## src/rtl/fp_defs_pkg.sv

```systemverilog
// Shared float-format constants for the 16-bit float (sign, 7-bit exp bias 63, 8-bit fraction).
package fp_defs;

    localparam int unsigned FP_W        = 16;
    localparam int unsigned FP_SIGN_POS = 15;
    localparam int unsigned FP_EXP_W    = 7;
    localparam int unsigned FP_MANT_W   = 8;
    localparam int unsigned FP_EXP_BIAS = 63;
    localparam int unsigned FP_POS_W    = 4;
    localparam logic [FP_W-1:0] FP_ZERO = 16'h0000;

endpackage

```

## src/rtl/fp_lod16.sv

```systemverilog
// Combinational 16-bit leading-one detector: position of the highest set bit plus zero flag.
module fp_lod16
    import fp_defs::*;
(
    input  logic [FP_W-1:0]     vec,
    output logic [FP_POS_W-1:0] pos,
    output logic                zero
);

    // Scan upward so the highest set bit wins.
    always_comb begin
        pos  = '0;
        zero = 1'b1;
        for (int i = 0; i < int'(FP_W); i++) begin
            if (vec[i]) begin
                pos  = FP_POS_W'(i);
                zero = 1'b0;
            end
        end
    end

endmodule

```

## src/rtl/fp_int2fp.sv

```systemverilog
// Three-stage fixed-point to 16-bit float converter with valid/ready back-pressure.
module fp_int2fp
    import fp_defs::*;
#(
    parameter int unsigned FRAC_BITS = 0
)
(
    input  logic            clk,
    input  logic            rst,
    input  logic            in_valid_i,
    output logic            in_ready_o,
    input  logic [FP_W-1:0] int_i,
    output logic            out_valid_o,
    input  logic            out_ready_i,
    output logic [FP_W-1:0] res_o
);

    localparam int unsigned DROP_W = FP_W - 1 - FP_MANT_W;

    logic                advance;

    logic                s1_valid;
    logic                s1_sign;
    logic [FP_W-1:0]     s1_mag;

    logic                s2_valid;
    logic                s2_sign;
    logic [FP_W-1:0]     s2_mag;
    logic [FP_POS_W-1:0] s2_pos;
    logic                s2_zero;

    logic [FP_W-1:0]     mag_c;
    logic [FP_POS_W-1:0] lod_pos;
    logic                lod_zero;
    logic [FP_W-1:0]     norm_c;
    logic [FP_EXP_W-1:0] exp_c;
    logic [FP_MANT_W-1:0] frac_c;
    logic [FP_W-1:0]     res_c;

    // Whole pipe moves in lockstep whenever the output slot is free or being drained.
    assign advance    = !out_valid_o || out_ready_i;
    assign in_ready_o = advance;

    // Magnitude of the two's-complement input; 0x8000 maps onto itself as unsigned 32768.
    assign mag_c = int_i[FP_SIGN_POS] ? (~int_i + 16'd1) : int_i;

    fp_lod16 u_lod (
        .vec  (s1_mag),
        .pos  (lod_pos),
        .zero (lod_zero)
    );

    // Normalise, truncate to the fraction width and pack; exponent range never leaves 48..78.
    always_comb begin
        norm_c = s2_mag << (4'd15 - s2_pos);
        frac_c = FP_MANT_W'(norm_c >> DROP_W);
        exp_c  = FP_EXP_W'(32'(s2_pos) + 32'(FP_EXP_BIAS) - 32'(FRAC_BITS));
        res_c  = s2_zero ? FP_ZERO : {s2_sign, exp_c, frac_c};
    end

    // Stage 1: capture sign and magnitude.
    always_ff @(posedge clk) begin
        if (rst) begin
            s1_valid <= 1'b0;
            s1_sign  <= 1'b0;
            s1_mag   <= '0;
        end else if (advance) begin
            s1_valid <= in_valid_i;
            s1_sign  <= int_i[FP_SIGN_POS];
            s1_mag   <= mag_c;
        end
    end

    // Stage 2: capture leading-one position alongside the magnitude.
    always_ff @(posedge clk) begin
        if (rst) begin
            s2_valid <= 1'b0;
            s2_sign  <= 1'b0;
            s2_mag   <= '0;
            s2_pos   <= '0;
            s2_zero  <= 1'b1;
        end else if (advance) begin
            s2_valid <= s1_valid;
            s2_sign  <= s1_sign;
            s2_mag   <= s1_mag;
            s2_pos   <= lod_pos;
            s2_zero  <= lod_zero;
        end
    end

    // Stage 3: output register, held while the consumer stalls.
    always_ff @(posedge clk) begin
        if (rst) begin
            out_valid_o <= 1'b0;
            res_o       <= FP_ZERO;
        end else if (advance) begin
            out_valid_o <= s2_valid;
            res_o       <= res_c;
        end
    end

endmodule
```

## config.mk

```make
export PLATFORM = sky130hd
export DESIGN_NAME = fp_int2fp
export DESIGN_NICKNAME = d
export VERILOG_FILES = /design/src/rtl/fp_defs_pkg.sv /design/src/rtl/fp_lod16.sv /design/src/rtl/fp_int2fp.sv
export SDC_FILE = /design/constraint.sdc
export NUM_CORES = 1
export LEC_CHECK = 0
export ABC_CLOCK_PERIOD_IN_PS = 1700
export CORE_MARGIN = 5
export CORE_UTILIZATION = 40
export DETAILED_ROUTE_END_ITERATION = 12
export GPL_TIMING_DRIVEN = 0
export PLACE_DENSITY_LB_ADDON = 0.3
export SYNTH_ARGS = -nofsm -noshare
export SYNTH_HDL_FRONTEND = slang
export SYNTH_HIERARCHICAL = 1
export SYNTH_SLANG_ARGS = --single-unit
```

## constraint.sdc

```tcl
create_clock -name clk -period 1.7 [get_ports clk]
set_clock_uncertainty 0.15 [all_clocks]
set_input_delay 0.17 -clock clk [delete_from_list [all_inputs] [get_ports clk]]
set_output_delay 0.17 -clock clk [all_outputs]
set_load 0.03 [all_outputs]
```

# Word level (Yosys, flattened, before mapping)
# Cells that the tools add are included.
[word_totals] regBits=58 inputBits=20 out_inout_bits=18 word_cells=50
[classes] add_sub_neg=3 shifts=1 mux=33 n_bitwise=1 reduce_logical=2
[ops] cell="2-to-1 mux 16 bit" count=2
[ops] cell="2-to-1 mux 4 bit" count=8
[ops] cell="2-to-1 mux 1 bit" count=17
[ops] cell="adder 16 x 1 -> 16 bit, second input constant" count=1
[ops] cell="NOT 16 bit" count=1
[ops] cell="<< shifter 16 x 4 -> 15 bit" count=1
[ops] cell="2-to-1 mux 3 bit" count=4
[ops] cell="adder 4 x 6 -> 7 bit, second input constant" count=1
[ops] cell="2-to-1 mux 2 bit" count=2
[ops] cell="subtractor 4 bit, first input constant" count=1
[ops] cell="zero test 1 bit" count=1
[ops] cell="logical OR 1 bit" count=1

# Longest topological paths before layout
# Gate-level depths: netlist of run 1.
[logic_depth] ltp_word=16 depth_mapped=8 mapped_depth_nobuf=6

# Hierarchy
# Netlist of run 1, hierarchy kept.
[by_module_without_submodules] module="fp_int2fp" n_inst=1 cells_per_inst=341 area_per_inst_um2=2930.3 seq_area_each_um2=1141.1
[by_module_without_submodules] module="fp_lod16" n_inst=1 cells_per_inst=29 area_per_inst_um2=162.7 seq_area_each_um2=0.0

# Worst setup path before layout of run 1
# No wires, ideal clock.
[synth_path] path_kind="reg-to-reg" start="register out_valid_o" end="register s1_mag[10]" setup_time_ns=0.155 t_arrival_ns=1.649 required_time_ns=1.395 slack_ns=-0.255 stages_incl_launch_ff=7 n_path_buf=3 period_less_slack_ns=1.955 path_cell_list="dfxtp_1 -> nor2b_1 -> clkbuf_1 -> inv_2 -> clkbuf_1 -> clkbuf_1 -> a211oi_1"
[synth_between] elab_chain_cells=2
[synth_lines] item="start, declared" line="fp_int2fp.sv:13" source="output logic out_valid_o,"
[synth_lines] item="start signal, assigned" line="fp_int2fp.sv:97" source="out_valid_o <= s2_valid;"
[synth_lines] item="zero test 1 bit" line="fp_int2fp.sv:41" source="assign advance = !out_valid_o || out_ready_i;"
[synth_lines] item="logical OR 1 bit" line="fp_int2fp.sv:41"
[synth_lines] item="named net in_ready_o" line="fp_int2fp.sv:11" source="output logic in_ready_o,"
[synth_lines] item="end signal, assigned" line="fp_int2fp.sv:70" source="s1_mag <= mag_c;"
[synth_lines] item="end, declared" line="fp_int2fp.sv:24" source="logic [FP_W-1:0] s1_mag;"
# The timed path passes the listed nets, and every way through them passes these cells.
# A chain may end at the register's enable or synchronous reset.

# Worst setup path after layout of run 1
[layout_path] start="register s2_pos[0]" end="register res_o[5]"
[layout_between] elab_chain_cells=3
[layout_lines] item="start, declared" line="fp_int2fp.sv:29" source="logic [FP_POS_W-1:0] s2_pos;"
[layout_lines] item="start signal, assigned" line="fp_int2fp.sv:86" source="s2_pos <= lod_pos;"
[layout_lines] item="subtractor 4 bit" line="fp_int2fp.sv:55" source="norm_c = s2_mag << (4'd15 - s2_pos);"
[layout_lines] item="<< shifter 16 x 4 -> 15 bit" line="fp_int2fp.sv:55"
[layout_lines] item="2-to-1 mux 16 bit" line="fp_int2fp.sv:58" source="res_c = s2_zero ? FP_ZERO : {s2_sign, exp_c, frac_c};"
[layout_lines] item="end signal, assigned" line="fp_int2fp.sv:98" source="res_o <= res_c;"
[layout_lines] item="end, declared" line="fp_int2fp.sv:15" source="output logic [FP_W-1:0] res_o"
# Every way passes these cells.

==> results of run 1 <==
## state kept, by name, indices dropped and copies added (netlist names), 4 cells and up
register / cells
s2_mag: 15
s1_mag: 16
s2_pos: 4
res_o: 16
## layout make-up
type,instances,area [um^2],area share [%]
inverters,8,32.5,0.775
clock inverters,5,53.8,1.28
well taps,102,128,3.04
repair buffers,57,601,14.3
plain buffers,24,168,3.99
multi-input cells,277,1920,45.8
clock buffers,11,141,3.37
flip-flops and latches,57,1150,27.4
## worst register-to-register path, cell delays in order (launching register included)
cell,delay [ns]
dfxtp_4,0.40
mux4_2,0.53
and2_4,0.17
o31a_1,0.23
a22o_1,0.17
## power breakdown
group | switching (mW) | internal (mW) | leakage (nW)
Clock | 0.563 | 0.712 | 0.0996
Sequential | 0.124 | 1.43 | 0.471
Combinational | 0.436 | 0.459 | 1.28
## timing repair
item	4_1_cts	5_1_grt
resized for setup	42	49
gates cloned	2	1
hold buffers	0	0
pin swaps	15	11
buffers inserted	9	9
setup endpoints to repair	56	54
## cell usage after synthesis (all sizes together) (7+ instances only)
| master | number | area (um^2) |
|---|---|---|
| clkbuf | 22 | 82.6 |
| dfxtp | 57 | 1140 |
| a211oi | 15 | 113 |
| nand2 | 63 | 236 |
| mux2i | 9 | 90.1 |
| buf | 7 | 38.8 |
| a21oi | 30 | 150 |
| inv | 8 | 30.0 |
| nor3 | 8 | 40.0 |
| nor2 | 42 | 158 |
| mux4 | 10 | 225 |
| nand3 | 8 | 40.0 |
| xor2 | 13 | 114 |
## cells by family (layout without fill, tap and decap cells)
| kind of cell | Yosys count | in the layout | share of synthesized area, % |
|---|---|---|---|
| and+or+nand+nor | 152 | 153 | 22.5 |
| AOI/OAI and AO/OA | 85 | 85 | 19.4 |
| DFF | 57 | 57 | 36.9 |
| buffers and inverters | 37 | 105 | 4.89 |
| muxes | 22 | 22 | 11.3 |
| xor gates and xnor gates | 15 | 15 | 4.25 |
| adders and majority gates | 2 | 2 | 0.809 |
## stage by stage
stage,setup WS (ns),utilization [%],total power [mW]
2_1_floorplan,0.00328,-,2.07
3_3_place_gp,-0.957,47.3,2.30
3_5_place_dp,-0.949,47.3,2.31
4_1_cts,-0.122,52.2,3.69
5_1_grt,-0.0844,54.9,3.91
6_report,-0.0446,54.9,3.73
## metal layers
metal | GRT usage (%) | up-vias | routed length [um]
met3 | 5.43 | 19 | 591
met5 | 0 | - | 0
li1 | - | 1463 | -
met4 | 6.71 | 0 | 192
met1 | 22.3 | 1380 | 3740
met2 | 30.6 | 103 | 4300
## final timing paths
path	to	slack, ns	depth (start not counted)	start
setup reg to reg	res_o[5]$_SDFFE_PP0P_	-0.04	4	s2_pos[0]$_SDFFE_PP0P_
hold / removal	s1_mag[11]$_SDFFE_PP0P_	0.09	3	int_i[11]
setup / recovery	res_o[5]$_SDFFE_PP0P_	-0.04	4	s2_pos[0]$_SDFFE_PP0P_
hold reg to reg	s1_sign$_SDFFE_PP0P_	0.30	2	s1_sign$_SDFFE_PP0P_
==> impl_metrics.csv, run 1 <==
group,metric,value,unit
detailed_routing,wl_per_cell,16.3,um
die,die_y,97.9,um
die,core_area,7650,um^2
sta,setup_viol,5,
sta,tightest_slew,0.646,ns
placed_design,hpwlAfterDp,5960,um
min_path,min_path_type,"in -> reg",
die,die_w,97.9,um
clock_network,cts_buffers,9,
placed_design,gp_congestion,0.935,
power,leakage,1.85,nW
sta,hold_violations,0,
logic_synthesis,synth_top_flop_cell,"dfxtp_1",
die,initial_core_util,40.4,%
critical_path,endpoint_kind,"flip-flop",
critical_path,crit_chain,"mux4_2, and2_4, o31a_1, a22o_1",
logic_synthesis,avgSynthCellArea,8.36,um^2
grt,grt_pass1_vias,2912,
sta,min_period,1.74,ns
critical_path,critPathTopFamily,"multiplexers",
detailed_routing,drtIter0Drc,165,
critical_path,crit_buf_inv,0,
clock_network,cts_htree_levels,3,
critical_path,cpPeakStageDelay,0.53,ns
run_status,violations,"negative setup slack",
detailed_routing,vias,2965,
critical_path,worst_setup_path_start_kind,"flip-flop",
sta,max_slew_margin,56.9,%
layout,final_cell_mix,"nand2_1, dfxtp_1, nor2_1",
detailed_routing,finalWirelength,8820,um
sta,tns,-0.0761,ns
clock_network,cts_buffer_depth,2,
sta,drv_slew,0,
layout,insertedDiodeCount,0,
clock_network,cts_tree,"yes",
detailed_routing,drc_errors,0,
job,max-cap-violations,0,
run_status,outcome,"complete, but fails checks",
layout,layout.nets,456,
sta,rsz0062_at_grt,"yes",
power,peakVddDrop,0.000329,V
grt,grt.total_usage,18.3,%
die,rows,32,
layout,finalInstanceArea,4200,um^2
layout,area_growth,35.7,%
sta,timing.hold.ws,0.0871,ns
layout,fill_cells,705,
logic_synthesis,seq_area_frac_synth,36.9,%
sta,fin_crit_sh,103,%
clock_network,root_buffer,"clkbuf_8",
grt,grt_pass1_wl,14300,um
detailed_routing,viasPerCell,5.48,
critical_path,cp_slowest_cell,"mux4_2",
critical_path,cp_max_fo,5,
logic_synthesis,synthArstFlopShare,0,%
detailed_routing,dr.pass1.iters,4,
logic_synthesis,ys_ff_latch,57,
logic_synthesis,synth_edf_count,0,
layout,final_common_cell,"nand2_1",
grt,overflow,0,
sta,fmax,573,MHz
logic_synthesis,syn_area,3090,um^2
critical_path,worstSetupPathType,"reg -> reg",
clock_network,clock_latency,0.34,ns
detailed_routing,drtAntennaViolNets,0,
critical_path,critical_path_arrival,1.83,ns
power,powerDensity,888,nW/um^2
logic_synthesis,syn-num-nets,392,
layout,drive_gt1_share,22.1,%
critical_path,required,1.79,ns
die,io_pins,38,
logic_synthesis,yosys_warnings,6,
logic_synthesis,syn_inst,370,
placed_design,placed_area,3620,um^2
die,die_area,9590,um^2
placed_design,placed_cells,509,
logic_synthesis,yosysUniqueCellTypes,54,
grt,antenna_found_initial,0,
layout,final_cells,541,
clock_network,cts.sinks,57,
sta,postLayoutSetupSlackWorst,-0.0446,ns
grt,grt_max_degree,11,
placed_design,portBuffers,37,
clock_network,clk_pin_slew_worst_paths,0.07,ns
Note: power is estimated with default switching activity, not from simulation.
==> run 2, diff against run 1 <==
--- a/constraint.sdc
+++ b/constraint.sdc
@@ -3,3 +3,3 @@
 set_input_delay 0.17 -clock clk [delete_from_list [all_inputs] [get_ports clk]]
 set_output_delay 0.17 -clock clk [all_outputs]
-set_load 0.03 [all_outputs]
+set_load 0.05 [all_outputs]
==> impl_metrics.csv, run 2 (synthesized netlist as in run 1, its figures left out) <==
group,metric,value,unit
run_status,outcome,"complete, but fails checks",
run_status,violations,"negative setup slack",
detailed_routing,wl_met2,3990,um
power,pwr-share-clk,36.9,%
grt,grt_pass1_wl,13900,um
power,seqPwrFrac,40.6,%
power,power.switching,1.13,mW
detailed_routing,drtIter0Drc,145,
sta,drv_slew,0,
critical_path,worstReg2RegEnd,"res_o[5]$_SDFFE_PP0P_",
sta,hold_violations,0,
layout,drive_gt1_share,23.1,%
clock_network,cts_tree,"yes",
sta,fmax,582,MHz
sta,fin_crit_sh,101,%
critical_path,required,1.78,ns
sta,tightest_slew,0.487,ns
sta,setup_viol,1,
power,peakVddDrop,0.000327,V
layout,final_cell_mix,"nand2_1, dfxtp_1, nor2_1",
layout,finalInstanceArea,4100,um^2
clock_network,clock_latency,0.33,ns
critical_path,critical_path_arrival,1.80,ns
critical_path,cp_max_fo,4,
grt,overflow,0,
die,die_y,97.9,um
detailed_routing,met3WireLength,386,um
layout,area_growth,32.5,%
critical_path,endpoint_kind,"flip-flop",
die,io_pins,38,
sta,rsz0062_at_grt,"yes",
placed_design,portBuffers,37,
die,initial_core_util,40.4,%
clock_network,cts_htree_levels,3,
die,core_area,7650,um^2
detailed_routing,viasPerCell,5.41,
placed_design,hpwlAfterDp,5950,um
clock_network,cts_buffers,9,
clock_network,cts_buffer_depth,2,
layout,reg.largest.list,"res_o x16, s1_mag x16, s2_mag x15",
power,p_int,2.70,mW
layout,fill_cells,733,
die,die_area,9590,um^2
sta,postLayoutSetupSlackWorst,-0.0185,ns
detailed_routing,highest_layer,"met4",
grt,grt_pass1_vias,2905,
layout,insertedDiodeCount,0,
die,die_w,97.9,um
placed_design,gp_congestion,0.970,
job,max-cap-violations,0,
critical_path,rrSetupSlack,-0.02,ns
detailed_routing,vias,2887,
min_path,min_path_type,"in -> reg",
detailed_routing,drtAntennaViolNets,0,
die,rows,32,
power,p_comb_share,22.5,%
critical_path,reg2reg_from,"s2_pos[0]$_SDFFE_PP0P_",
clock_network,hold_buffers,0,
min_path,whs_path_depth,3,
min_path,holdPathEnd,"s1_mag[3]$_SDFFE_PP0P_",
detailed_routing,finalWirelength,8240,um
layout,final_common_cell,"nand2_1",
placed_design,pre_cts_ws,-1.04,ns
detailed_routing,wl_per_cell,15.4,um
sta,max_slew_margin,67.5,%
power,leakage,1.69,nW
grt,antenna_found_initial,0,
grt,grt_max_degree,11,
placed_design,placed_cells,509,
sta,tns,-0.0185,ns
detailed_routing,m1WireLength,3650,um
critical_path,worstSetupPathType,"reg -> reg",
power,swShare,29.5,%
clock_network,clk_pin_slew_worst_paths,0.07,ns
layout,layout.nets,449,
sta,min_period,1.72,ns
layout,final_cells,534,
detailed_routing,drc_errors,0,
min_path,holdCritStartpoint,"int_i[3]",
clock_network,root_buffer,"clkbuf_8",
critical_path,rr_worst_depth,4,
power,powerDensity,934,nW/um^2
clock_network,cts.sinks,57,
critical_path,worst_setup_path_start_kind,"flip-flop",
grt,grt.total_usage,17.8,%
placed_design,placed_area,3630,um^2
detailed_routing,dr.pass1.iters,5,
-- run 2: changes by cell type in the layout (fill, tap and decap cells not counted), moves of 2 or more --
cell             before  now
dlygate4sd2_1         8   23
dlymetal6s2s_1       14    2
clkbuf_2              7   12
clkdlybuf4s50_1      11    7
buf_4                16   13
clkbuf_1             10    7
buf_6                 3    1
clkdlybuf4s15_1       2    0
-- run 2: layer usage --
metal	vias up	track usage (%)
met4	0	7.45
met5	-	0
met1	1329	21.2
met3	21	4.36
met2	90	30.6
li1	1447	-
-- run 2: worst max-delay path by stage --
| stage | startpoint | to | slack, ns |
|---|---|---|---|
| final | s2_pos[0]$_SDFFE_PP0P_ | res_o[5]$_SDFFE_PP0P_ | -0.02 |
| after global routing | s2_pos[0]$_SDFFE_PP0P_ | res_o[5]$_SDFFE_PP0P_ | -0.06 |
| after CTS | out_valid_o$_SDFFE_PP0P_ | in_ready_o | -0.13 |
| after detailed placement | out_ready_i | in_ready_o | -1.04 |
| after global placement | out_ready_i | in_ready_o | -1.05 |
| after floorplan | s2_pos[1]$_SDFFE_PP0P_ | res_o[6]$_SDFFE_PP0P_ | 0.005 |
-- run 2: layout make-up --
| class | count | area [um^2] | share of cell area [%] |
|---|---|---|---|
| buffer | 23 | 155 | 3.79 |
| clock buffer | 11 | 141 | 3.45 |
| clock inverter | 5 | 78.8 | 1.92 |
| inverter | 8 | 32.5 | 0.794 |
| multi-input combinational | 277 | 1950 | 47.5 |
| sequential | 57 | 1150 | 28.1 |
| tap | 102 | 128 | 3.11 |
| timing repair buffer | 51 | 465 | 11.4 |
-- run 2: metrics by stage --
stage          utilization [%]  power [mW]  hold slack (ns)
2_1_floorplan                -        2.10            0.160
3_5_place_dp              47.4        2.35            0.295
6_report                  53.6        3.83           0.0934
3_3_place_gp              47.4        2.33            0.290
4_1_cts                   52.6        3.82            0.131
5_1_grt                   53.6        4.02            0.132
-- run 2: worst max-delay path: stages, from the launching register on --
cell and delay [ns]:
dfxtp_4 0.37, mux4_2 0.52, and2_4 0.18, o31a_1 0.23, a22o_1 0.17
-- run 2: timing repair --
| action | 4_1_cts | 5_1_grt |
|---|---|---|
| cloned | 2 | 0 |
| resized for setup | 65 | 43 |
| buffers inserted | 7 | 6 |
| endpoints found under the setup margin | 70 | 35 |
| pin swaps | 13 | 17 |
-- run 2: power groups by stage --
stage | clock network (mW) | logic [mW] | registers [mW]
finish | 1.41 | 0.863 | 1.55
global route | 1.51 | 0.941 | 1.57
CTS | 1.43 | 0.862 | 1.53
detailed placement | 0 | 0.793 | 1.55
global placement | 0 | 0.785 | 1.55
floorplan | 0 | 0.496 | 1.61
